==> src/rtl/placement_eval.sv <==
`default_nettype none
// ============================================================================
// Module      : placement_eval
// Description : Walks a netlist edge list, fetches both endpoint positions
//               from a position memory and reduces the Manhattan edge lengths
//               (minus one) into either a saturating total or a maximum.
//               Unplaced (-1) and off-grid endpoints are flagged per run.
// Revision    : 1.0 - initial release
// ============================================================================
module placement_eval #(
    parameter int DW   = 32,
    parameter int EAW  = 4,
    parameter int NAW  = 4,
    parameter int GRID = 16
) (
    input  logic                 clk,
    input  logic                 reset,
    input  logic                 start,
    input  logic [EAW:0]         n_edges,
    input  logic                 mode,
    output logic                 edge_re,
    output logic [EAW-1:0]       edge_addr,
    input  logic [NAW-1:0]       edge_a,
    input  logic [NAW-1:0]       edge_b,
    output logic                 pos_re,
    output logic [NAW-1:0]       pos_addr,
    input  logic signed [DW-1:0] pos_x,
    input  logic signed [DW-1:0] pos_y,
    output logic                 busy,
    output logic                 done,
    output logic [DW-1:0]        result,
    output logic                 err_unplaced,
    output logic                 err_bounds,
    output logic [EAW-1:0]       err_idx
);

    typedef enum logic [2:0] {
        IDLE    = 3'd0,
        RD_EDGE = 3'd1,
        RD_A    = 3'd2,
        RD_B    = 3'd3,
        CALC    = 3'd4,
        FIN     = 3'd5
    } state_t;

    localparam logic [EAW:0]         c_max_edges = {1'b1, {EAW{1'b0}}};
    localparam logic [EAW:0]         c_idx_one   = {{EAW{1'b0}}, 1'b1};
    localparam logic [DW-1:0]        c_sat       = {1'b0, {(DW-1){1'b1}}};
    localparam logic signed [DW-1:0] c_neg1      = '1;
    localparam logic signed [DW-1:0] c_zero      = '0;
    localparam logic signed [DW-1:0] c_grid      = DW'(GRID);
    localparam logic signed [DW:0]   c_len_one   = {{DW{1'b0}}, 1'b1};

    state_t                 r_state;
    logic [EAW:0]           r_idx;
    logic [EAW:0]           r_count;
    logic                   r_mode;
    logic [NAW-1:0]         r_b;
    logic signed [DW-1:0]   r_xa;
    logic signed [DW-1:0]   r_ya;
    logic [DW-1:0]          r_result;
    logic                   r_err_unplaced;
    logic                   r_err_bounds;
    logic [EAW-1:0]         r_err_idx;
    logic                   r_busy;
    logic                   r_done;

    logic signed [DW:0]     w_dx;
    logic signed [DW:0]     w_dy;
    logic signed [DW:0]     w_adx;
    logic signed [DW:0]     w_ady;
    logic signed [DW:0]     w_dist;
    logic signed [DW:0]     w_len;
    logic [DW+1:0]          w_sum;
    logic [DW-1:0]          w_sat_sum;
    logic                   w_unplaced;
    logic                   w_oob;
    logic                   w_first_err;
    logic [EAW:0]           w_idx_nxt;
    logic [EAW:0]           w_count_clamped;

    function automatic logic f_oob(input logic signed [DW-1:0] v);
        return (v < c_zero) || (v >= c_grid);
    endfunction

    // Memory strobes are decoded from the state so the position address can
    // follow edge_a in the same cycle the edge data arrives.
    assign edge_re   = (r_state == RD_EDGE);
    assign edge_addr = edge_re ? r_idx[EAW-1:0] : '0;
    assign pos_re    = (r_state == RD_A) || (r_state == RD_B);
    assign pos_addr  = (r_state == RD_A) ? edge_a :
                       (r_state == RD_B) ? r_b    : '0;

    assign busy         = r_busy;
    assign done         = r_done;
    assign result       = r_result;
    assign err_unplaced = r_err_unplaced;
    assign err_bounds   = r_err_bounds;
    assign err_idx      = r_err_idx;

    // Edge length at DW+1 bits: differences of two DW-bit values cannot wrap.
    assign w_dx   = {r_xa[DW-1], r_xa} - {pos_x[DW-1], pos_x};
    assign w_dy   = {r_ya[DW-1], r_ya} - {pos_y[DW-1], pos_y};
    assign w_adx  = w_dx[DW] ? -w_dx : w_dx;
    assign w_ady  = w_dy[DW] ? -w_dy : w_dy;
    assign w_dist = w_adx + w_ady - c_len_one;
    assign w_len  = w_dist[DW] ? '0 : w_dist;

    // Saturating accumulation; w_len is non-negative so its bits extend as unsigned.
    assign w_sum     = {2'b00, r_result} + {1'b0, w_len};
    assign w_sat_sum = (w_sum > {2'b00, c_sat}) ? c_sat : w_sum[DW-1:0];

    // Unplaced takes precedence over out-of-bounds for the same edge.
    assign w_unplaced  = (r_xa == c_neg1) || (r_ya == c_neg1) ||
                         (pos_x == c_neg1) || (pos_y == c_neg1);
    assign w_oob       = f_oob(r_xa) || f_oob(r_ya) || f_oob(pos_x) || f_oob(pos_y);
    assign w_first_err = !r_err_unplaced && !r_err_bounds;

    assign w_idx_nxt       = r_idx + c_idx_one;
    assign w_count_clamped = (n_edges > c_max_edges) ? c_max_edges : n_edges;

    // Control FSM with the accumulator, error flags and handshake outputs.
    always_ff @(posedge clk or negedge reset) begin
        if (!reset) begin
            r_state        <= IDLE;
            r_idx          <= '0;
            r_count        <= '0;
            r_mode         <= 1'b0;
            r_b            <= '0;
            r_xa           <= '0;
            r_ya           <= '0;
            r_result       <= '0;
            r_err_unplaced <= 1'b0;
            r_err_bounds   <= 1'b0;
            r_err_idx      <= '0;
            r_busy         <= 1'b0;
            r_done         <= 1'b0;
        end else begin
            r_done <= (r_state == FIN);
            // busy covers the done cycle and falls together with done
            if (r_done) begin
                r_busy <= 1'b0;
            end

            case (r_state)
                IDLE: begin
                    // busy still high during the done cycle blocks re-acceptance
                    if (start && !r_busy) begin
                        r_result       <= '0;
                        r_err_unplaced <= 1'b0;
                        r_err_bounds   <= 1'b0;
                        r_err_idx      <= '0;
                        r_idx          <= '0;
                        r_mode         <= mode;
                        r_count        <= w_count_clamped;
                        r_busy         <= 1'b1;
                        r_state        <= (w_count_clamped == '0) ? FIN : RD_EDGE;
                    end
                end
                RD_EDGE: begin
                    r_state <= RD_A;
                end
                RD_A: begin
                    r_b     <= edge_b;
                    r_state <= RD_B;
                end
                RD_B: begin
                    r_xa    <= pos_x;
                    r_ya    <= pos_y;
                    r_state <= CALC;
                end
                CALC: begin
                    if (w_unplaced) begin
                        r_err_unplaced <= 1'b1;
                        if (w_first_err) begin
                            r_err_idx <= r_idx[EAW-1:0];
                        end
                    end else if (w_oob) begin
                        r_err_bounds <= 1'b1;
                        if (w_first_err) begin
                            r_err_idx <= r_idx[EAW-1:0];
                        end
                    end else if (r_mode) begin
                        if (w_len > $signed({1'b0, r_result})) begin
                            r_result <= w_len[DW-1:0];
                        end
                    end else begin
                        r_result <= w_sat_sum;
                    end
                    r_idx   <= w_idx_nxt;
                    r_state <= (w_idx_nxt == r_count) ? FIN : RD_EDGE;
                end
                FIN: begin
                    r_state <= IDLE;
                end
                default: begin
                    r_state <= IDLE;
                end
            endcase
        end
    end

endmodule
`default_nettype wire

==> config.mk <==
export PLATFORM = sky130hd
export DESIGN_NAME = placement_eval
export DESIGN_NICKNAME = d
export VERILOG_FILES = /design/src/rtl/placement_eval.sv
export SDC_FILE = /design/constraint.sdc
export NUM_CORES = 1
export LEC_CHECK = 0
export ABC_AREA = 1
export BUFFER_PORTS_ARGS = -buffer_cell sky130_fd_sc_hd__buf_2
export CAP_MARGIN = 0
export CORE_ASPECT_RATIO = 1.2
export CORE_MARGIN = 5
export CORE_UTILIZATION = 43
export DETAILED_ROUTE_END_ITERATION = 6
export GPL_TIMING_DRIVEN = 0
export PLACE_DENSITY = 0.7
export SYNTH_ARGS = -nofsm -noshare
export SYNTH_HDL_FRONTEND = slang
export SYNTH_SLANG_ARGS = --single-unit
==> constraint.sdc <==
create_clock -name clk -period 13.75 [get_ports clk]
set_clock_uncertainty 0.05 [all_clocks]
set_input_delay 0 -clock clk [delete_from_list [all_inputs] [get_ports clk]]
set_output_delay 0 -clock clk [all_outputs]
set_load 0.02 [all_outputs]
Yosys cells after proc, flatten, opt, wreduce, memory -nomap -nowiden
Index checks and enable logic that the tools add are counted.
{"block": "totals", "ff_bits": 122, "elab_cells": 108}
{"block": "op_classes", "addsub": 8, "order_cmp": 11, "eq_ne": 17, "n_mux": 34, "n_reduce_logical": 25}
{"cell": "$mux 32", "n": 7}
{"cell": "$eq 32x1->1 const B", "n": 4}
{"cell": "$ge 32x6->1 const B", "n": 4}
{"cell": "$lt 32x1->1 const B", "n": 4}
{"cell": "$mux 33", "n": 2}
{"cell": "$neg 33->33", "n": 2}
{"cell": "$sub 32x32->33", "n": 2}
{"cell": "$pmux 32 s2", "n": 1}
{"cell": "$add 32x32->33", "n": 1}
{"cell": "$add 33x33->33", "n": 1}
{"cell": "$gt 33x31->1 const B", "n": 1}
{"cell": "$sub 33x2->33 const B", "n": 1}
{"cell": "$gt 32x32->1", "n": 1}
{"cell": "$mux 4", "n": 7}
{"cell": "$pmux 3 s5", "n": 1}
{"cell": "$logic_or 1x1->1", "n": 11}
{"cell": "$mux 5", "n": 2}
{"cell": "$ne 2x2->1 const B", "n": 5}
{"cell": "$pmux 5 s2", "n": 1}
{"cell": "$mux 3", "n": 3}
{"cell": "$pmux 4 s2", "n": 1}
{"cell": "$mux 1", "n": 7}
{"cell": "$eq 3x2->1 const B", "n": 2}
{"cell": "$eq 3x3->1 const B", "n": 2}
{"cell": "other kinds (15)", "n": 22}

Depth between registers and ports, before layout
{"block": "logic_depth", "word_depth": 13, "depth_mapped": 61}

Least setup slack after synthesis
Ideal clock, no wire load.
{"block": "synth_timing", "path_type": "register to register", "from": "register r_ya[0]", "to": "register r_result[13] (netlist: result[13])", "setup_ps": 121, "arrival_time_ps": 7453, "required_ps": 13579, "setup_slack_ps": 6126, "path_stages_with_launch": 56, "path_buffers": 5, "synth_period_minus_slack_ps": 7624, "path_cell_list": "dfrtp_1 > inv_1 > ha_1 > fa_1 > inv_1 > nand3_1 > nand2_1 > nand2_1 > nand2_1 > nand2_1 > nand2_1 > inv_1 > nor3_1 > nand3_1 > nor2_1 > nand4_1 > nor2_1 > nand4_1 > (+20 left out) > inv_1 > clkbuf_1 > clkbuf_1 > nor2_1 > ha_1 > inv_1 > nor3_1 > and2_1 > inv_1 > nor3_2 > nand2_1 > nand2_1 > nand2_1 > nand2_4 > nand2_4 > buf_4 > nand2_1 > o21ai_1"}
{"block": "synth_between", "elab_chain_len": 13}
{"element": "from (decl)", "line": "60", "source": "logic signed [DW-1:0] r_ya;"}
{"element": "from (signal assigned)", "line": "169", "source": "r_ya <= pos_y;"}
{"element": "$sub 32x32->33", "line": "103", "source": "assign w_dy = {r_ya[DW-1], r_ya} - {pos_y[DW-1], pos_y};"}
{"element": "$neg 33->33", "line": "105", "source": "assign w_ady = w_dy[DW] ? -w_dy : w_dy;"}
{"element": "$mux 33", "line": "105"}
{"element": "$add 33x33->33", "line": "106", "source": "assign w_dist = w_adx + w_ady - c_len_one;"}
{"element": "$sub 33x2->33", "line": "106"}
{"element": "$mux 32", "line": "107", "source": "assign w_len = w_dist[DW] ? '0 : w_dist;"}
{"element": "$add 32x32->33", "line": "110", "source": "assign w_sum = {2'b00, r_result} + {1'b0, w_len};"}
{"element": "$gt 33x31->1", "line": "111", "source": "assign w_sat_sum = (w_sum > {2'b00, c_sat}) ? c_sat : w_sum[DW-1:0];"}
{"element": "$mux 32", "line": "111"}
{"element": "$mux 32", "line": "183", "source": "end else if (r_mode) begin"}
{"element": "$mux 32", "line": "178", "source": "end else if (w_oob) begin"}
{"element": "$mux 32", "line": "173", "source": "if (w_unplaced) begin"}
{"element": "$pmux 32 s2", "line": "145", "source": "case (r_state)"}
{"element": "to (signal assigned)", "line": "185", "source": "r_result <= w_len[DW-1:0];"}
{"element": "to (signal assigned)", "line": "188", "source": "r_result <= w_sat_sum;"}
{"element": "to (decl)", "line": "61", "source": "logic [DW-1:0] r_result;"}
Several ways; a longest one is shown, not always the timed one. The select of a mux whose other input is x is not followed.
A chain may end at the register's enable or synchronous reset.

Final worst setup path
{"block": "layout_timing", "from": "register r_ya[0]", "to": "register r_result[6] (netlist: result[6])"}
The elaborated chain is that of the path after synthesis.

==> flow_metrics.py <==
metrics = {
    "final_layout": {
        "drive_above_1_share_pct": 8.526,
        "num_antenna_cells": 0,
        "syn2layout_area_growth_pct": 14.59,
        "final_cell_mix": "nand2_1, inv_1, nor2_1",
        "fin_area_mm2": 0.02123,
        "fin_cells": 4012,
        "nNetsFinal": 3699,
        "mostFrequentLayoutCell": "nand2_1",
    },
    "logic_synthesis": {
        "syn_inst": 3219,
        "ys.warnings.count": 0,
        "synthTopCellsByArea": "nand2_1, dfrtp_1, inv_1, ha_1, nor2_1",
        "synth_top_area_share_pct": 21.01,
        "seq_area_frac_synth_pct": 16.48,
        "synth_top_flop_cell": "dfrtp_1",
        "synthDistinctLibCells": 54,
        "netlist_area_mm2": 0.01852,
        "synth_seq_cells": 122,
        "syn-num-nets": 3470,
        "syn_area_per_cell_um2": 5.755,
        "synth-edff-count": 0,
        "synth_top_area_cell": "nand2_1",
        "synthArstFlopShare_pct": 100.0,
    },
    "clock_network": {
        "clk_path_buf_depth": 2,
        "cts_inserted_buffers": 17,
        "cts-root-buf": "clkbuf_16",
        "ctsHoldBuffers": 79,
        "clk_pin_slew_ns": 0.06,
        "post_cts_buffers": 0,
        "cts_tree": "built",
        "cts_resized": 0,
        "cts.sinks": 122,
        "htree_levels": 4,
        "clock_latency_ns": 0.44,
    },
    "drt": {
        "drt-pass1-iter-count": 6,
        "vias": 20370,
        "viasPerCell": 5.077,
        "route.detailed.drc": 0,
        "wl_per_cell_um": 14.90,
        "wl_mm": 59.80,
        "ant_nets": 0,
        "drt-initial-drc-count": 1332,
    },
    "setup_path": {
        "crit_top_cell": "nand2_1",
        "path_class": "flop to flop",
        "cp_top_family": "simple AND/OR/NAND/NOR gates",
        "crit_path_start_kind": "flop",
        "required_ns": 14.06,
        "cp_slowest_stage_delay_ns": 0.50,
        "end_kind": "flop",
        "crit_slowest_cell": "clkbuf_1",
        "crit_fanout": 10,
        "path_buf_inv": 14,
        "crit_arrival_ns": 10.52,
    },
    "placed_design": {
        "dpl_cell_area_mm2": 0.01990,
        "finalWeightedCongestion": 0.9911,
        "place_hpwl_mm": 49.89,
        "dp_cells": 3902,
        "io_buffers": 130,
    },
    "sta": {
        "worst_pin_slew_ns": 0.8236,
        "fin_crit_sh_pct": 74.26,
        "hold_viol": 0,
        "slew_headroom_pct": 44.59,
        "fmax_mhz": 97.93,
        "rsz0062_at_grt": "no",
        "fin_setup_tns_ns": 0,
        "drv_slew": 0,
        "post-route-min-period_ns": 10.21,
        "finalSetupViolations": 0,
    },
    "grt": {
        "grt_pass1_vias": 18940,
        "grt_start_max_net_pins": 63,
        "antenna_found_initial": 0,
        "grt_usage_pct": 24.77,
        "grt_overflow": 0,
        "grt_pass1_wl_mm": 95.61,
    },
    "floorplan": {
        "die_area_mm2": 0.04735,
        "die_x_um": 199.5,
        "start_util_pct": 43.40,
        "die_height_um": 237.4,
        "core.rowCount": 83,
        "io-pin-count": 131,
        "core_area_mm2": 0.04268,
    },
    "job": {
        "drv_cap": 0,
    },
    "min_path": {
        "min_path_type": "primary input to flop",
    },
    "outcome": {
        "status": "completed",
    },
}
[final timing paths]
path / startpoint / to / cells after the start / slack (ns)
setup / recovery: r_ya[0] / result[6] / 53 / 3.54
hold / removal: start / r_state[2] / 5 / 0.03
setup reg to reg: r_ya[0] / result[6] / 53 / 3.54
hold reg to reg: r_count[3] / r_count[3] / 2 / 0.45
max in group asynchronous: reset / r_state[2] / 3 / 12.83
min in group asynchronous: reset / r_xa[6] / 2 / 0.05
[cell families after synthesis]
| group | Yosys count | synth area share, % |
|---|---|---|
| compound gates | 341 | 10.02 |
| xor+xnor | 104 | 4.998 |
| buf+inv | 686 | 14.48 |
| simple gates | 1792 | 42.17 |
| flops | 122 | 16.48 |
| mux | 4 | 0.2431 |
| fa+ha+maj | 170 | 11.60 |
[synth_stat cells (4+ instances only)]
cell type / count
nand2_1: 1037
inv_1: 605
nor2_1: 259
nand3_1: 191
ha_1: 167
o21ai_0: 132
dfrtp_1: 122
a21oi_1: 115
nand4_1: 107
xor2_1: 77
nor4_1: 41
clkbuf_1: 37
nor3_1: 36
o21ai_1: 34
nand2_2: 31
inv_2: 26
xnor2_1: 25
nor2_2: 20
o21bai_1: 19
nand3_2: 15
nand3b_1: 14
and2_1: 13
a31oi_1: 9
or2_2: 9
a21o_1: 7
buf_6: 7
buf_4: 6
nor3_2: 5
a21boi_0: 4
and3_1: 4
mux2_2: 4
nand2_4: 4
[per-layer routing]
metal | vias up | part of all wire [%] | GRT usage, %
met4 | 0 | 4.3 | 10.36
met2 | 508 | 48 | 43.35
li1 | 10640 | - | -
met1 | 9101 | 44 | 31.38
met3 | 120 | 3.9 | 1.758
met5 | - | 0 | 0
[stage by stage]
stage	setup WS (ns)	util (%)	hold slack, ns
floorplan	6.126	-	-0.3456
global placement	3.641	46.54	0.1723
detailed placement	3.618	46.62	-0.04226
CTS	3.601	49.73	0.02636
global route	2.987	49.73	0.08045
finish	3.539	49.73	0.03070
[sequential cells by signal, summed over array words and instances, names as in the netlist, 3 cells and up]
signal and cells:
r_state 3, r_b 4, r_idx 5, r_count 5
r_xa 32, r_ya 32, err_idx 4, result 32
[final cells by class]
type,instances,area [um2]
fillers,4630,21460
multi-input cells,2411,12790
flip-flops and latches,122,3053
inverters,632,2372
repair buffers,210,1475
well taps,552,690.7
clock buffers,19,432.9
plain buffers,54,310.3
clock inverters,12,103.9
[worst min-delay path, cell delays in order]
cell and delay, ns:
buf_2 0.07, inv_1 0.03, nor2_1 0.15, nor3_1 0.09, a31oi_1 0.13
Power is not shown: default switching activity piles up to over one toggle a cycle in this logic, so the estimate is an artifact.
